[config.mk]
export PLATFORM = sky130hd
export DESIGN_NAME = reg_wr_arbiter_flat
export DESIGN_NICKNAME = d
export VERILOG_FILES = /design/src/rtl/reg_wr_arbiter_pkg.sv /design/src/rtl/reg_wr_arbiter_if.sv /design/src/rtl/en_dff.sv /design/src/rtl/reg_wr_arbiter_rr_pick.sv /design/src/rtl/reg_wr_arbiter.sv /design/src/flat_wrapper.sv
export SDC_FILE = /design/constraint.sdc
export NUM_CORES = 1
export LEC_CHECK = 0
export CORE_ASPECT_RATIO = 1.2
export CORE_MARGIN = 2
export CORE_UTILIZATION = 45
export CTS_CLUSTER_DIAMETER = 80
export DETAILED_ROUTE_END_ITERATION = 8
export GPL_TIMING_DRIVEN = 0
export PLACE_DENSITY = 0.8
export SETUP_SLACK_MARGIN = 0.2
export SYNTH_ARGS = -nofsm -noshare
export SYNTH_HDL_FRONTEND = slang
export SYNTH_SLANG_ARGS = --single-unit
[constraint.sdc]
create_clock -name clk -period 3.9 [get_ports clk]
set_input_delay 0.78 -clock clk [delete_from_list [all_inputs] [get_ports clk]]
set_output_delay 0.78 -clock clk [all_outputs]
set_load 0.01 [all_outputs]
[src/rtl/reg_wr_arbiter_pkg.sv]
// Shared types and helpers for the round-robin register write arbiter.
package reg_arb_pkg;

    typedef enum logic {
        IDLE = 1'b0,
        OWN  = 1'b1
    } arb_state_t;

    // Index width that stays at least one bit wide for degenerate counts.
    function automatic int id_w(input int n);
        return (n < 2) ? 1 : $clog2(n);
    endfunction

endpackage

[src/rtl/reg_wr_arbiter_if.sv]
// Requester-side handshake bundle: per-requester valid/lock/data and the grant back.
interface reg_arb_if #(
    parameter int NREQ  = 4,
    parameter int WIDTH = 8
);
    logic [NREQ-1:0]       req_valid;
    logic [NREQ-1:0]       req_lock;
    logic [NREQ*WIDTH-1:0] req_data;
    logic [NREQ-1:0]       req_ready;

    modport master (
        output req_valid,
        output req_lock,
        output req_data,
        input  req_ready
    );

    modport slave (
        input  req_valid,
        input  req_lock,
        input  req_data,
        output req_ready
    );
endinterface

[src/rtl/en_dff.sv]
// Parameterized enable flip-flop with synchronous active-low reset.
module en_dff #(
    parameter int WIDTH = 8
) (
    input  logic             clk,
    input  logic             rst_n,
    input  logic             en,
    input  logic [WIDTH-1:0] d,
    output logic [WIDTH-1:0] q
);
    logic [WIDTH-1:0] q_d;
    logic [WIDTH-1:0] q_q;

    always_comb begin
        q_d = q_q;
        if (en) q_d = d;
    end

    always_ff @(posedge clk) begin
        if (!rst_n) q_q <= '0;
        else        q_q <= q_d;
    end

    assign q = q_q;
endmodule

[src/rtl/reg_wr_arbiter_rr_pick.sv]
// Rotating priority encoder: first set request at or above ptr, wrapping at NREQ.
module rr_pick
    import reg_arb_pkg::*;
#(
    parameter int NREQ = 4
) (
    input  logic [NREQ-1:0]         req,
    input  logic [id_w(NREQ)-1:0]   ptr,
    output logic [NREQ-1:0]         gnt,
    output logic [id_w(NREQ)-1:0]   idx,
    output logic                    any
);
    localparam int IDW = id_w(NREQ);

    always_comb begin
        int j;
        gnt = '0;
        idx = '0;
        any = 1'b0;
        j   = 0;
        for (int k = 0; k < NREQ; k++) begin
            // Explicit wrap so NREQ need not be a power of two.
            j = int'(ptr) + k;
            if (j >= NREQ) j = j - NREQ;
            if (!any && req[j]) begin
                any    = 1'b1;
                idx    = IDW'(j);
                gnt[j] = 1'b1;
            end
        end
    end
endmodule

[src/rtl/reg_wr_arbiter.sv]
// Round-robin arbiter sharing one enabled register among NREQ requesters,
// with an optional bounded lock that lets one owner write a short burst.
module reg_wr_arbiter
    import reg_arb_pkg::*;
#(
    parameter int NREQ      = 4,
    parameter int WIDTH     = 8,
    parameter int MAX_BURST = 4
) (
    input  logic                  clk,
    input  logic                  rst,
    reg_arb_if.slave              bus,
    output logic [WIDTH-1:0]      reg_q,
    output logic [id_w(NREQ)-1:0] last_id,
    output logic                  locked
);
    localparam int IDW = id_w(NREQ);
    localparam int BW  = $clog2(MAX_BURST + 1);

    arb_state_t     state_q, state_d;
    logic [IDW-1:0] ptr_q, ptr_d;
    logic [IDW-1:0] owner_q, owner_d;
    logic [BW-1:0]  burst_cnt_q, burst_cnt_d;
    logic [IDW-1:0] last_id_q, last_id_d;

    logic [NREQ-1:0]  pick_gnt;
    logic [IDW-1:0]   pick_idx;
    logic             pick_any;
    logic [NREQ-1:0]  ready;
    logic             accept;
    logic [IDW-1:0]   acc_id;
    logic             acc_lock;
    logic [WIDTH-1:0] wr_data;

    rr_pick #(.NREQ(NREQ)) u_pick (
        .req (bus.req_valid),
        .ptr (ptr_q),
        .gnt (pick_gnt),
        .idx (pick_idx),
        .any (pick_any)
    );

    always_comb begin
        ready  = '0;
        accept = 1'b0;
        acc_id = '0;
        if (!rst) begin
            if (state_q == IDLE) begin
                ready  = pick_gnt;
                accept = pick_any;
                acc_id = pick_idx;
            end else begin
                accept         = bus.req_valid[owner_q];
                ready[owner_q] = bus.req_valid[owner_q];
                acc_id         = owner_q;
            end
        end
        acc_lock = bus.req_lock[acc_id];
        wr_data  = bus.req_data[int'(acc_id)*WIDTH +: WIDTH];
    end

    assign bus.req_ready = ready;

    always_comb begin
        state_d     = state_q;
        ptr_d       = ptr_q;
        owner_d     = owner_q;
        burst_cnt_d = burst_cnt_q;
        last_id_d   = last_id_q;
        if (accept) last_id_d = acc_id;
        case (state_q)
            IDLE: begin
                if (accept) begin
                    ptr_d = (acc_id == IDW'(NREQ - 1)) ? '0 : acc_id + IDW'(1);
                    if (acc_lock && (MAX_BURST > 1)) begin
                        state_d     = OWN;
                        owner_d     = acc_id;
                        burst_cnt_d = BW'(1);
                    end
                end
            end
            default: begin
                // ptr already points past the owner, so it is left alone here.
                if (accept && acc_lock && (burst_cnt_q < BW'(MAX_BURST - 1))) begin
                    burst_cnt_d = burst_cnt_q + BW'(1);
                end else begin
                    state_d     = IDLE;
                    burst_cnt_d = '0;
                end
            end
        endcase
    end

    always_ff @(posedge clk) begin
        if (rst) begin
            state_q     <= IDLE;
            ptr_q       <= '0;
            owner_q     <= '0;
            burst_cnt_q <= '0;
            last_id_q   <= '0;
        end else begin
            state_q     <= state_d;
            ptr_q       <= ptr_d;
            owner_q     <= owner_d;
            burst_cnt_q <= burst_cnt_d;
            last_id_q   <= last_id_d;
        end
    end

    en_dff #(.WIDTH(WIDTH)) u_reg (
        .clk   (clk),
        .rst_n (~rst),
        .en    (accept),
        .d     (wr_data),
        .q     (reg_q)
    );

    assign last_id = last_id_q;
    assign locked  = (state_q == OWN);
endmodule

[src/flat_wrapper.sv]
// flat-port wrapper written by rule: the top's interface ports become plain ports
module reg_wr_arbiter_flat import reg_arb_pkg::*;
#(
    parameter int NREQ      = 4,
    parameter int WIDTH     = 8,
    parameter int MAX_BURST = 4
)
  (clk, rst, reg_q, last_id, locked, bus_req_valid, bus_req_lock, bus_req_data, bus_req_ready);
  reg_arb_if #(.NREQ(NREQ), .WIDTH(WIDTH)) bus_i ();
  input  logic clk;
  input  logic rst;
  output logic [WIDTH-1:0] reg_q;
  output logic [id_w(NREQ)-1:0] last_id;
  output logic locked;
  input wire logic [$bits(bus_i.req_valid)-1:0] bus_req_valid;
  input wire logic [$bits(bus_i.req_lock)-1:0] bus_req_lock;
  input wire logic [$bits(bus_i.req_data)-1:0] bus_req_data;
  output wire logic [$bits(bus_i.req_ready)-1:0] bus_req_ready;
  assign bus_i.req_valid = bus_req_valid;
  assign bus_i.req_lock = bus_req_lock;
  assign bus_i.req_data = bus_req_data;
  assign bus_req_ready = bus_i.req_ready;
  reg_wr_arbiter #(.NREQ(NREQ), .WIDTH(WIDTH), .MAX_BURST(MAX_BURST)) u_core (.clk(clk), .rst(rst), .bus(bus_i), .reg_q(reg_q), .last_id(last_id), .locked(locked));
endmodule
==> impl_metrics.ini <==
[sta]
timing.final.crit_share_pct = 91.0
number_of_endpoints_failing_setup_at_the_final_stage = 0
finalWorstPathRequiredPeriod_ns = 3.55
timing_hold_violations_final = 0
worst_clock_skew_ns = 0.00237
final_max_slew_viol_count = 0
timing.max_slew.rel_slack_pct = 61.6
maxClockFrequency_ghz = 0.282
rsz_0062_raised_after_global_routing = false
timing_worst_slew_pin_value_ns = 0.571

[synthesis]
synth.top_cell.area_share_pct = 22.2
mappedNetlistNets = 231
synthCells = 184
synth.distinct_cells = 44
yosys.area.top_type = dfxtp_1
ys_ff_latch = 18
syn_area_per_cell_sq_um = 8.81
synth_edf_count = 0
postSynth.topFlopCell = dfxtp_1
synth_sequential_area_ratio_pct = 22.2
synthesis_warnings = 0
async_reset_ff_share_pct = 0
ys_top_cells_by_area = dfxtp_1 (22%), mux2i_1 (14%), mux2_2 (6.9%)
syn_area_sq_um = 1620

[power_and_ir_drop]
power.leakage_nw = 1.01
ir_drop_mv = 0.415
power_density_nw_per_um2 = 724

[clock_tree]
clk-insertion-delay-late_ns = 0.25
root_buffer_selected_by_cts = clkbuf_8
ctsHtreeMaxLevel = 1
clk_transition_reported_paths_ns = 0.07
clock-sinks = 18
cts_buffer_depth = 2
tritoncts = done
post_cts_hold_buffer_count = 0
cts-buffers-inserted = 3

[job]
max_cap_violations = 0

[layout]
area.growth.synth_to_final_pct = 45.2
final_cell_mix = clkdlybuf4s50_1 (48), mux2i_1 (22), dfxtp_1 (17)
layout.nets = 298
final_common_cell = clkdlybuf4s50_1
drive_gt1_share_pct = 20.0
final_area_sq_um = 2350
antenna_cells = 0
fin_cells = 287

[worst_setup_path]
r2r_setup_slk_ns = 0.52
worst_ep_required_time_ns = 3.12
worst_r2r_startpoint = u_core.ptr_q[0]$_SDFFE_PP0P_
cp_max_fo = 10
crit-reg2reg-capture = u_core.burst_cnt_q[2]$_SDFFE_PP0P_
setup.worst_path.start_class = register
ff2ff_path_depth = 14
ws_path_type = reg -> out
worstPathArrival_ns = 2.77
type_of_element_capturing_the_critical_path = output port
worst_setup_path_startpoint = u_core.ptr_q[0]$_SDFFE_PP0P_

[placed_design]
placedInstanceArea_sq_um = 2230
post-place-cells = 277
hpwlAfterDp_microns = 3260
gp_routability_congestion = 0.894
port_buffers = 56

[drt]
routed_via_density = 5.91
route.antenna.remaining_nets = 0
route.detailed.drc = 1
drt_wl_total_microns = 4280
drt-pass1-iter-count = 6
via_total_after_detailed_routing = 1696
wl_per_cell_microns = 14.9
dr.first_iter.drc_count = 113

[global_routing]
vias_in_the_first_global_route = 1632
antenna_found_initial = 0
grt_start_max_net_pins = 11
gr_overflow_total = 0
grt_usage_pct = 21.8
grt_pass1_wl_microns = 7160

[min_path]
min_path_cells = 2
holdPathEnd = u_core.u_reg.q[0]$_SDFFE_PP0P_
min-delay-path-class = reg -> reg
timing.hold.worst.start = u_core.u_reg.q[0]$_SDFFE_PP0P_

[outcome]
failed_checks = DRC
run_status = finished, violations left

[die]
initial_utilization_pct = 47.8
die-area_sq_um = 4100
x_dimension_of_the_die_microns = 58.8
die-height_microns = 69.8
num_rows = 23
core_area_sq_um = 3400
top_level_ports = 57
-- cell type report --
| cell class | count | area [sq um] |
|---|---|---|
| Clock buffer | 4 | 55.1 |
| Buffer | 15 | 121 |
| Timing Repair Buffer | 62 | 592 |
| Multi-Input combinational cell | 142 | 1140 |
| Inverter | 9 | 33.8 |
| Sequential cell | 18 | 362 |
| Fill cell | 287 | 1040 |
| Tap cell | 37 | 46.3 |
-- synth_stat cells, drive strengths merged (2+ instances only) --
cell type / count
mux2i: 22
dfxtp: 18
o21ai: 17
nand3: 13
nor2: 13
buf: 10
mux2: 10
a22oi: 9
a21oi: 8
inv: 8
clkbuf: 5
ha: 5
mux4: 5
nand2: 5
nor2b: 5
a31oi: 3
nand3b: 3
a211oi: 2
a41oi: 2
and2: 2
o211ai: 2
o21a: 2
-- metrics by stage --
step           hold slack [ns]  setup WS, ns  TNS, ns  power, mW  util (%)
2_1_floorplan            0.449         0.649        0       1.12         -
3_3_place_gp             0.442        -0.352    -1.35       1.45      65.6
3_5_place_dp             0.453        -0.435    -1.58       1.46      65.6
4_1_cts                  0.461         0.201        0       1.66      68.1
5_1_grt                  0.494         0.204        0       1.84      69.3
6_report                 0.461         0.351        0       1.70      69.3
-- registers in the layout (all words and copies together) (netlist names) --
signal / count
u_core.u_reg.q: 8
u_core.burst_cnt_q: 3
u_core.last_id: 2
u_core.owner_q: 2
u_core.ptr_q: 2
u_core.locked: 1
-- kinds of logic after synthesis --
kind of cell,share of synthesized area [%]
xor+xnor,0.540
compound gates,21.5
buf+inv,8.64
flops,22.2
simple gates,15.6
fa+ha+maj,3.86
mux,27.7
-- timing repair --
action,4_1_cts,5_1_grt
setup buffers,1,5
gates resized for setup,24,12
setup endpoints to repair,4,4
pin swaps,0,4
-- how the worst max path moves through the flow --
stage / slack [ns] / to / cells past startpoint
after floorplan: 0.65 / bus_req_ready[1] / 11
after global placement: -0.35 / bus_req_ready[3] / 10
after detailed placement: -0.44 / bus_req_ready[3] / 10
after CTS: 0.20 / bus_req_ready[1] / 10
after global routing: 0.20 / bus_req_ready[3] / 12
final: 0.35 / bus_req_ready[1] / 12
-- power by group --
group | internal (mW) | leakage [nW] | switching, mW
Sequential | 0.266 | 0.149 | 0.0582
Clock | 0.0897 | 0.0288 | 0.0629
Combinational | 0.643 | 0.832 | 0.586
Total | 0.998 | 1.01 | 0.707
-- critical path, cell delays in order, from the launching register on --
cell and delay [ns]:
dfxtp_2 0.36, buf_6 0.13, buf_6 0.14, inv_2 0.07
ha_4 0.29, mux4_2 0.55, buf_6 0.15, nor2b_1 0.16
a22oi_1 0.19, a21oi_1 0.11, a41oi_1 0.18, nor2_1 0.05
buf_2 0.15
-- routing by layer --
metal | part of all wire [%] | global-route usage (%)
met5 | 0 | 0
met4 | 0.75 | 6.06
met3 | 8.0 | 5.60
met2 | 52 | 38.1
met1 | 39 | 25.4
(Power assumes the default switching activity.)
